File: src/rtl/ahb_addr_filter_slv_if.sv
// ahb_addr_filter_slv_if: AHB-lite slave bus plus the downstream single-beat req/ack port.
interface ahb_addr_filter_slv_if #(
    parameter int ADDR_WIDTH = 32,
    parameter int DATA_WIDTH = 32
);
    logic                  hsel;
    logic [1:0]            htrans;
    logic [2:0]            hburst;
    logic [2:0]            hsize;
    logic                  hwrite;
    logic [ADDR_WIDTH-1:0] haddr;
    logic [DATA_WIDTH-1:0] hwdata;
    logic                  hready;
    logic [1:0]            hresp;
    logic [DATA_WIDTH-1:0] hrdata;
    logic                  dn_req;
    logic                  dn_we;
    logic [ADDR_WIDTH-1:0] dn_addr;
    logic [DATA_WIDTH-1:0] dn_wdata;
    logic [3:0]            dn_be;
    logic                  dn_ack;
    logic [DATA_WIDTH-1:0] dn_rdata;
    logic                  dn_err;
    modport slave (
        input  hsel, htrans, hburst, hsize, hwrite, haddr, hwdata, dn_ack, dn_rdata, dn_err,
        output hready, hresp, hrdata, dn_req, dn_we, dn_addr, dn_wdata, dn_be
    );
    modport master (
        output hsel, htrans, hburst, hsize, hwrite, haddr, hwdata, dn_ack, dn_rdata, dn_err,
        input  hready, hresp, hrdata, dn_req, dn_we, dn_addr, dn_wdata, dn_be
    );
endinterface

File: src/rtl/ahb_addr_filter_slv.sv
// ahb_addr_filter_slv: AHB-lite slave that window/alignment-filters transfers onto a req/ack port.
// Define ADDR_FILTER_STATS_EN to add saturating stat_pass/stat_block counters.
module ahb_addr_filter_slv #(
    parameter int ADDR_WIDTH = 32,
    parameter int DATA_WIDTH = 32,
    parameter int NUM_WIN    = 4,
    parameter int CNT_WIDTH  = 16
) (
    input  logic                          hclk,
    input  logic                          hreset,
    ahb_addr_filter_slv_if.slave          bus,
    input  logic [NUM_WIN*ADDR_WIDTH-1:0] cfg_base,
    input  logic [NUM_WIN*ADDR_WIDTH-1:0] cfg_mask,
    input  logic [NUM_WIN-1:0]            cfg_en
`ifdef ADDR_FILTER_STATS_EN
    ,
    output logic [CNT_WIDTH-1:0]          stat_pass,
    output logic [CNT_WIDTH-1:0]          stat_block
`endif
);
    typedef enum logic [2:0] {IDLE, CAPT, REQ, RESP, ERR1, ERR2} state_t;
    localparam logic [1:0] OKAY = 2'b00, ERROR = 2'b01;
    localparam int unused_data_width = DATA_WIDTH;
    state_t     state;
    logic       hit, misaligned, pass, capture;
    logic [3:0] be;
    logic       unused;
    assign unused = ^{bus.hburst, bus.htrans[0]};
    always_comb begin
        hit = 1'b0;
        for (int i = 0; i < NUM_WIN; i++)
            hit = hit | (cfg_en[i] & ((bus.haddr & cfg_mask[i*ADDR_WIDTH +: ADDR_WIDTH]) ==
                                      (cfg_base[i*ADDR_WIDTH +: ADDR_WIDTH] & cfg_mask[i*ADDR_WIDTH +: ADDR_WIDTH])));
    end
    assign misaligned = (bus.hsize > 3'd2) | ((bus.hsize == 3'd1) & bus.haddr[0]) |
                        ((bus.hsize == 3'd2) & (bus.haddr[1:0] != 2'b00));
    assign pass       = hit & ~misaligned;
    assign capture    = bus.hsel & bus.hready & bus.htrans[1];
    assign be         = (bus.hsize == 3'd0) ? 4'b0001 << bus.haddr[1:0] :
                        (bus.hsize == 3'd1) ? (bus.haddr[1] ? 4'b1100 : 4'b0011) : 4'b1111;
    // hready is registered, so a capture can only happen in IDLE, RESP or ERR2
    always_ff @(posedge hclk) begin
        if (hreset) begin
            state        <= IDLE;
            bus.hready   <= 1'b1;
            bus.hresp    <= OKAY;
            bus.hrdata   <= '0;
            bus.dn_req   <= 1'b0;
            bus.dn_we    <= 1'b0;
            bus.dn_addr  <= '0;
            bus.dn_wdata <= '0;
            bus.dn_be    <= '0;
        end else begin
            case (state)
                IDLE, RESP, ERR2: begin
                    state      <= capture ? (pass ? CAPT : ERR1) : IDLE;
                    bus.hready <= ~capture;
                    bus.hresp  <= (capture & ~pass) ? ERROR : OKAY;
                    if (capture & pass) begin
                        bus.dn_addr <= bus.haddr;
                        bus.dn_we   <= bus.hwrite;
                        bus.dn_be   <= be;
                    end
                end
                CAPT: begin
                    state        <= REQ;
                    bus.dn_req   <= 1'b1;
                    bus.dn_wdata <= bus.hwdata;
                end
                REQ: if (bus.dn_ack) begin
                    state      <= bus.dn_err ? ERR1 : RESP;
                    bus.hready <= ~bus.dn_err;
                    bus.hresp  <= bus.dn_err ? ERROR : OKAY;
                    bus.dn_req <= 1'b0;
                    if (!bus.dn_we) bus.hrdata <= bus.dn_rdata;
                end
                ERR1: begin
                    state      <= ERR2;
                    bus.hready <= 1'b1;
                end
                default: begin
                    state      <= IDLE;
                    bus.hready <= 1'b1;
                    bus.hresp  <= OKAY;
                end
            endcase
        end
    end
`ifdef ADDR_FILTER_STATS_EN
    always_ff @(posedge hclk) begin
        if (hreset) begin
            stat_pass  <= '0;
            stat_block <= '0;
        end else if (capture) begin
            if (pass & ~&stat_pass) stat_pass <= stat_pass + 1'b1;
            if (~pass & ~&stat_block) stat_block <= stat_block + 1'b1;
        end
    end
`else
    localparam int unused_cnt_width = CNT_WIDTH;
`endif
endmodule

File: src/flat_wrapper.sv
// flat-port wrapper written by rule: the top's interface ports become plain ports
module ahb_addr_filter_slv_flat 
#(
    parameter int ADDR_WIDTH = 32,
    parameter int DATA_WIDTH = 32,
    parameter int NUM_WIN    = 4,
    parameter int CNT_WIDTH  = 16
)
  (hclk, hreset, cfg_base, cfg_mask, cfg_en, bus_hsel, bus_htrans, bus_hburst, bus_hsize, bus_hwrite, bus_haddr, bus_hwdata, bus_dn_ack, bus_dn_rdata, bus_dn_err, bus_hready, bus_hresp, bus_hrdata, bus_dn_req, bus_dn_we, bus_dn_addr, bus_dn_wdata, bus_dn_be);
  ahb_addr_filter_slv_if #(.ADDR_WIDTH(ADDR_WIDTH), .DATA_WIDTH(DATA_WIDTH)) bus_i ();
  input  logic hclk;
  input  logic hreset;
  input  logic [NUM_WIN*ADDR_WIDTH-1:0] cfg_base;
  input  logic [NUM_WIN*ADDR_WIDTH-1:0] cfg_mask;
  input  logic [NUM_WIN-1:0] cfg_en;
  input wire logic [$bits(bus_i.hsel)-1:0] bus_hsel;
  input wire logic [$bits(bus_i.htrans)-1:0] bus_htrans;
  input wire logic [$bits(bus_i.hburst)-1:0] bus_hburst;
  input wire logic [$bits(bus_i.hsize)-1:0] bus_hsize;
  input wire logic [$bits(bus_i.hwrite)-1:0] bus_hwrite;
  input wire logic [$bits(bus_i.haddr)-1:0] bus_haddr;
  input wire logic [$bits(bus_i.hwdata)-1:0] bus_hwdata;
  input wire logic [$bits(bus_i.dn_ack)-1:0] bus_dn_ack;
  input wire logic [$bits(bus_i.dn_rdata)-1:0] bus_dn_rdata;
  input wire logic [$bits(bus_i.dn_err)-1:0] bus_dn_err;
  output wire logic [$bits(bus_i.hready)-1:0] bus_hready;
  output wire logic [$bits(bus_i.hresp)-1:0] bus_hresp;
  output wire logic [$bits(bus_i.hrdata)-1:0] bus_hrdata;
  output wire logic [$bits(bus_i.dn_req)-1:0] bus_dn_req;
  output wire logic [$bits(bus_i.dn_we)-1:0] bus_dn_we;
  output wire logic [$bits(bus_i.dn_addr)-1:0] bus_dn_addr;
  output wire logic [$bits(bus_i.dn_wdata)-1:0] bus_dn_wdata;
  output wire logic [$bits(bus_i.dn_be)-1:0] bus_dn_be;
  assign bus_i.hsel = bus_hsel;
  assign bus_i.htrans = bus_htrans;
  assign bus_i.hburst = bus_hburst;
  assign bus_i.hsize = bus_hsize;
  assign bus_i.hwrite = bus_hwrite;
  assign bus_i.haddr = bus_haddr;
  assign bus_i.hwdata = bus_hwdata;
  assign bus_i.dn_ack = bus_dn_ack;
  assign bus_i.dn_rdata = bus_dn_rdata;
  assign bus_i.dn_err = bus_dn_err;
  assign bus_hready = bus_i.hready;
  assign bus_hresp = bus_i.hresp;
  assign bus_hrdata = bus_i.hrdata;
  assign bus_dn_req = bus_i.dn_req;
  assign bus_dn_we = bus_i.dn_we;
  assign bus_dn_addr = bus_i.dn_addr;
  assign bus_dn_wdata = bus_i.dn_wdata;
  assign bus_dn_be = bus_i.dn_be;
  ahb_addr_filter_slv #(.ADDR_WIDTH(ADDR_WIDTH), .DATA_WIDTH(DATA_WIDTH), .NUM_WIN(NUM_WIN), .CNT_WIDTH(CNT_WIDTH)) u_core (.hclk(hclk), .hreset(hreset), .bus(bus_i), .cfg_base(cfg_base), .cfg_mask(cfg_mask), .cfg_en(cfg_en));
endmodule
File: config.mk
export PLATFORM = sky130hd
export DESIGN_NAME = ahb_addr_filter_slv_flat
export DESIGN_NICKNAME = d
export VERILOG_FILES = /design/src/rtl/ahb_addr_filter_slv_if.sv /design/src/rtl/ahb_addr_filter_slv.sv /design/src/flat_wrapper.sv
export SDC_FILE = /design/constraint.sdc
export NUM_CORES = 1
export LEC_CHECK = 0
export BUFFER_PORTS_ARGS = -buffer_cell sky130_fd_sc_hd__buf_4
export CAP_MARGIN = 20
export CORE_AREA = 4 4 184 186
export DETAILED_ROUTE_END_ITERATION = 8
export DIE_AREA = 0 0 188 190
export GPL_TIMING_DRIVEN = 0
export PLACE_DENSITY = 0.46
export SYNTH_ARGS = -nofsm -noshare
export SYNTH_HDL_FRONTEND = slang
export SYNTH_SLANG_ARGS = --single-unit
export TNS_END_PERCENT = 10
File: constraint.sdc
create_clock -name hclk -period 3.3 [get_ports hclk]
set_input_delay 0.165 -clock hclk [delete_from_list [all_inputs] [get_ports hclk]]
set_output_delay 0.165 -clock hclk [all_outputs]
set_load 0.005 [all_outputs]
After elaboration in Yosys (flattened, before gate mapping) --
Index checks and enable logic that the tools add are counted.
Cells by class: order comparisons 1, eq/ne operators 12, shift-type cells 1, muxes and demuxes 16, bitwise gates (word level) 31, reductions and logical operators 11
Operators by type and width (count):
- $and A32 B32 Y32 | 8
- $eq A32 B32 Y1 | 4
- $mux W3 | 4
- $mux W4 | 3
- $pmux W3 S4 | 1
- $and A1 B1 Y1 | 11
- $eq A3 B2 Y1 const B | 3
- $reduce_and A2 Y1 | 4
- $not A1 Y1 | 7
- $eq A3 B1 Y1 const B | 2
- $eq A3 B3 Y1 const B | 2
- $logic_not A3 Y1 | 2
- $pmux W2 S3 | 1
- $or A1 B1 Y1 | 5
- $mux W1 | 4
- $reduce_bool A2 Y1 | 2
- $shl A1 B2 Y4 const A | 1
- $gt A3 B2 Y1 const B | 1
- $pmux W1 S3 | 1
- $reduce_and A3 Y1 | 1
- $reduce_or A3 Y1 | 1
- $mux W2 | 1
- $ne A2 B2 Y1 const B | 1
- $pmux W1 S2 | 1
- $reduce_or A2 Y1 | 1
Storage, ports and cells: register bits 108, input port bits 370, output and inout port bits 105, logic and storage cells 81

Longest topological paths before layout --
depth after elaboration 11, mapped depth 10, gate-level depth less buffers 7

Worst setup path after synthesis --
No wires, ideal clock.
path type input port to flip-flop, start input port bus_haddr[5], end register u_core.bus.dn_be[1], setup time 121 ps, arrival time 1935 ps, required time 3179 ps, setup slack 1244 ps, stages 9, path buffers 2, path through buf_2 -> xor2_1 -> a22oi_1 -> nand4_1 -> nor4_1 -> a22oi_1 -> a211oi_2 -> buf_6 -> mux2_2
On the way: cells in the longest elaborated chain, start to end 9, elaborated cells between the ends (all ways) 18, classes of those cells eq/ne: 4; bitwise: 13; reduce/logical: 1
RTL lines:
- from (decl) | line flat_wrapper.sv:21 | input wire logic [$bits(bus_i.haddr)-1:0] bus_haddr;
- $and A32 B32 Y32 | line ahb_addr_filter_slv.sv:32 | hit = hit | (cfg_en[i] & ((bus.haddr & cfg_mask[i*ADDR_WIDTH +: ADDR_WIDTH]) ==
- $eq A32 B32 Y1 | line ahb_addr_filter_slv.sv:32
- $and A1 B1 Y1 | line ahb_addr_filter_slv.sv:32
- $or A1 B1 Y1 (2 in series) | line ahb_addr_filter_slv.sv:32
- $or A1 B1 Y1 (*) | line ahb_addr_filter_slv.sv:32
- $and A1 B1 Y1 (*) | line ahb_addr_filter_slv.sv:37 | assign pass = hit & ~misaligned;
- $and A1 B1 Y1 (*) | line ahb_addr_filter_slv.sv:59 | if (capture & pass) begin
- $reduce_and A2 Y1 (no source line) (*)
- to (signal assigned) | line ahb_addr_filter_slv.sv:52 | bus.dn_be <= '0;
- to (signal assigned) | line ahb_addr_filter_slv.sv:62 | bus.dn_be <= be;
- to (decl) | line ahb_addr_filter_slv_if.sv:26 | output hready, hresp, hrdata, dn_req, dn_we, dn_addr, dn_wdata, dn_be
Mark *: on every way between the ends. The rest lies on a longest branch, timed or not. A chain may end at the register's enable or synchronous reset.

Worst setup path in the final report --
start input port bus_haddr[8], end register u_core.bus.dn_addr[24]
On the way: cells in the longest elaborated chain, start to end 9, elaborated cells between the ends (all ways) 18, classes of those cells eq/ne: 4; bitwise: 13; reduce/logical: 1
RTL lines:
- $and A32 B32 Y32 | line ahb_addr_filter_slv.sv:32
- $eq A32 B32 Y1 | line ahb_addr_filter_slv.sv:32
- $and A1 B1 Y1 | line ahb_addr_filter_slv.sv:32
- $or A1 B1 Y1 (2 in series) | line ahb_addr_filter_slv.sv:32
- $or A1 B1 Y1 (*) | line ahb_addr_filter_slv.sv:32
- $and A1 B1 Y1 (*) | line ahb_addr_filter_slv.sv:37
- $and A1 B1 Y1 (*) | line ahb_addr_filter_slv.sv:59
- $reduce_and A2 Y1 (no source line) (*)
- to (signal assigned) | line ahb_addr_filter_slv.sv:60 | bus.dn_addr <= bus.haddr;
- to (decl) | line ahb_addr_filter_slv_if.sv:26
Marks and branches as above.

==> metrics.txt <==
status complete, no violations; area share of the largest cell type after synthesis 0.3495; gpl congestion 0.8903; antenna-violating nets left 0; cts repair resizes 0; Hold Violations, Final 0; syn avg cell area 8.173 sq um; commonest non-fill, non-tap cell in the layout buf_4; Clock Path Buffers 2; I/O Buffers 437; Max-Slew Margin vs Limit 0.4324; 1st-pass router iterations 5; Slew @ Worst Pin 0.8514 ns; Final min period approximately 2.9 ns; Crit Path Category input port to flop; CTS Hold Bufs 0; crit path cell chain clkbuf_1, xor2_1, a22oi_1, nand4_1, nor4_1, a22oi_1, a211oi_2, buf_6, buf_6, mux2i_1; Hold Crit Class input port to flop; Initial Utilization 0.1898; Worst Skew roughly 0.012 ns; largest net degree at the start of global routing 19; ys async rst share 0; PD cells ~350 mW/mm^2; WL final ~36,000 um; CTS Buf Count 9; Synth Cell Area around 0.006 sq mm; Vias around 7,000; vias in the first global route 7,049; final cell count without fillers 1,648; unique cell type count in the Yosys netlist 35; TNS Setup 0 ns; final hold slack slightly above 0.05 ns; top_reg_cell synth dfxtp_1; fill cell count 3,547; fin crit share 0.8824; RSZ-0062 raised after global routing false; DR WL/cell 21.79 um; initial antenna violation count 5; fraction of layout cells with a size suffix above 1 0.3957; Post-CTS Setup Inserts 0; post-synthesis to final-layout area growth 68.28%; Achievable Freq roughly 340 MHz; synth top area cells dfxtp_1, xor2_1, nand2_1, nand2b_1, a22oi_1; CTS Sinks between 100 and 150; Die Wd approximately 190 um; EDFF count, synth 0; placed wire-length estimate between 30,000 and 40,000 um; slowest cell delay on critical path 0.66 ns; crit path capture type flop; DIE AREA 0.03572 sq mm; root buf cell clkbuf_16; synthesized net count 1,120; Core Area around 0.032 sq mm; Final Net Count approximately 1,600; I/O Pins roughly 480; VDD IR-drop max approximately 320 uV; vias per cell 4.272; maximum fanout along the worst path 10; H-Tree Depth 3; DR DRC count 0; Clk pin slew, worst setup/hold paths around 0.080 ns; Pleak about 0.0045 uW; Post-Place Worst Slack approximately 0.0036 ns; wire length of the first global-routing pass 49,460 um; PnR worst setup slack 0.3880 ns; CP required about 3.6 ns; Worst setup SP type input port; register area share after synthesis 0.3495; # setup viols final 0; Top delay family on crit path simple AND/OR/NAND/NOR gates; Final Max Tran Viols 0; commonest cells after routing, fill and taps aside buf_4, nand2_1, xor2_1; dominant cell type by area after synthesis dfxtp_1; CP max-delay cell nor4_1; CP bufs+invs 3; total of max-cap violations 0; Die Y-Extent between 150 and 200 um; total congestion overflow 0; Synth warnings 0; Rows 66; Iter 0 DRT Violations ~450; Worst-Skew Late Latency roughly 0.35 ns; dpl cells approximately 1,600; Total GRT Usage 0.1896; Util after Layout 0.3195; CTS tree yes; crit path DAT about 3.2 ns; Seq cells post-synth around 110; Gate Count Post-Synth 750
-- cells by family after synthesis --
family	after synthesis	synth area share
AO/OA/AOI/OAI	150	0.1533
flip-flops	107	0.3495
AND/OR/NAND/NOR	253	0.1998
XOR/XNOR	128	0.1829
other	1	0.0006118
buffers and inverters	74	0.05287
multiplexers	37	0.06103
-- tightest hold or removal path: stages --
cell	delay, ns
buf_4	0.11
nand2_1	0.04
a21oi_1	0.05
-- per-stage QoR --
step	instance area (sq um)	total power (uW)
after floorplan	6130	1780
after global placement	9963	2350
after detailed placement	9963	2357
after CTS	10310	3672
after global routing	10310	3799
final	10310	3598
-- per-layer routing --
metal / wire [um] / global-route usage / share of wire / vias up
met3: 2641 / 0.05890 / 0.074 / 27
met1: 15820 / 0.2459 / 0.44 / 3305
met4: 381 / 0.03303 / 0.011 / 2
met2: 17050 / 0.3151 / 0.47 / 293
met5: 13 / 0 / 0.00036 / -
li1: - / - / - / 3414
-- cell usage after synthesis, drive strengths merged (6+ instances only) --
cell type  count
a21oi         76
a22oi         58
buf           18
clkbuf        51
dfxtp        107
mux2i         34
nand2        137
nand2b        72
nand4         16
nor3           6
xor2         128
-- where the power goes --
group | switching (uW) | total (uW) | internal [uW]
Combinational | 467 | 964 | 498
Sequential | 25.7 | 1360 | 1340
Clock | 549 | 1270 | 721
Total | 1040 | 3600 | 2560
-- final timing paths --
kind              cells after the start                 endpoint  slack (ns)                  start
setup / recovery                     10   u_core.bus.dn_addr[24]        0.39           bus_haddr[8]
hold reg to reg                       2    u_core.bus.hrdata[21]        0.46  u_core.bus.hrdata[21]
hold / removal                        3  u_core.bus.dn_wdata[16]        0.05         bus_hwdata[16]
setup reg to reg                      9   u_core.bus.dn_addr[24]        0.99        u_core.state[0]
-- sequential cells by signal, indices dropped and copies added, names as in the netlist --
name and flops:
u_core.bus.dn_be 4, u_core.bus.dn_addr 32, u_core.state 3, u_core.bus.dn_we 1, u_core.bus.dn_req 1, u_core.bus.hrdata 32, u_core.bus.hresp 1, u_core.bus.dn_wdata 32
u_core.bus.hready 1
-- area by class of cell --
cell class / instances / area, sq um / area share
Multi-Input combinational cell: 569 / 3664 / 0.3552
Timing Repair Buffer: 437 / 3281 / 0.3180
Sequential cell: 107 / 2142 / 0.2077
Tap cell: 442 / 553.0 / 0.05361
Buffer: 69 / 305.3 / 0.02960
Clock buffer: 11 / 252.7 / 0.02450
Clock inverter: 5 / 91.34 / 0.008855
Inverter: 5 / 18.77 / 0.001820
Antenna cell: 3 / 7.507 / 0.0007278
No activity file was read; power rests on OpenSTA's default activity.
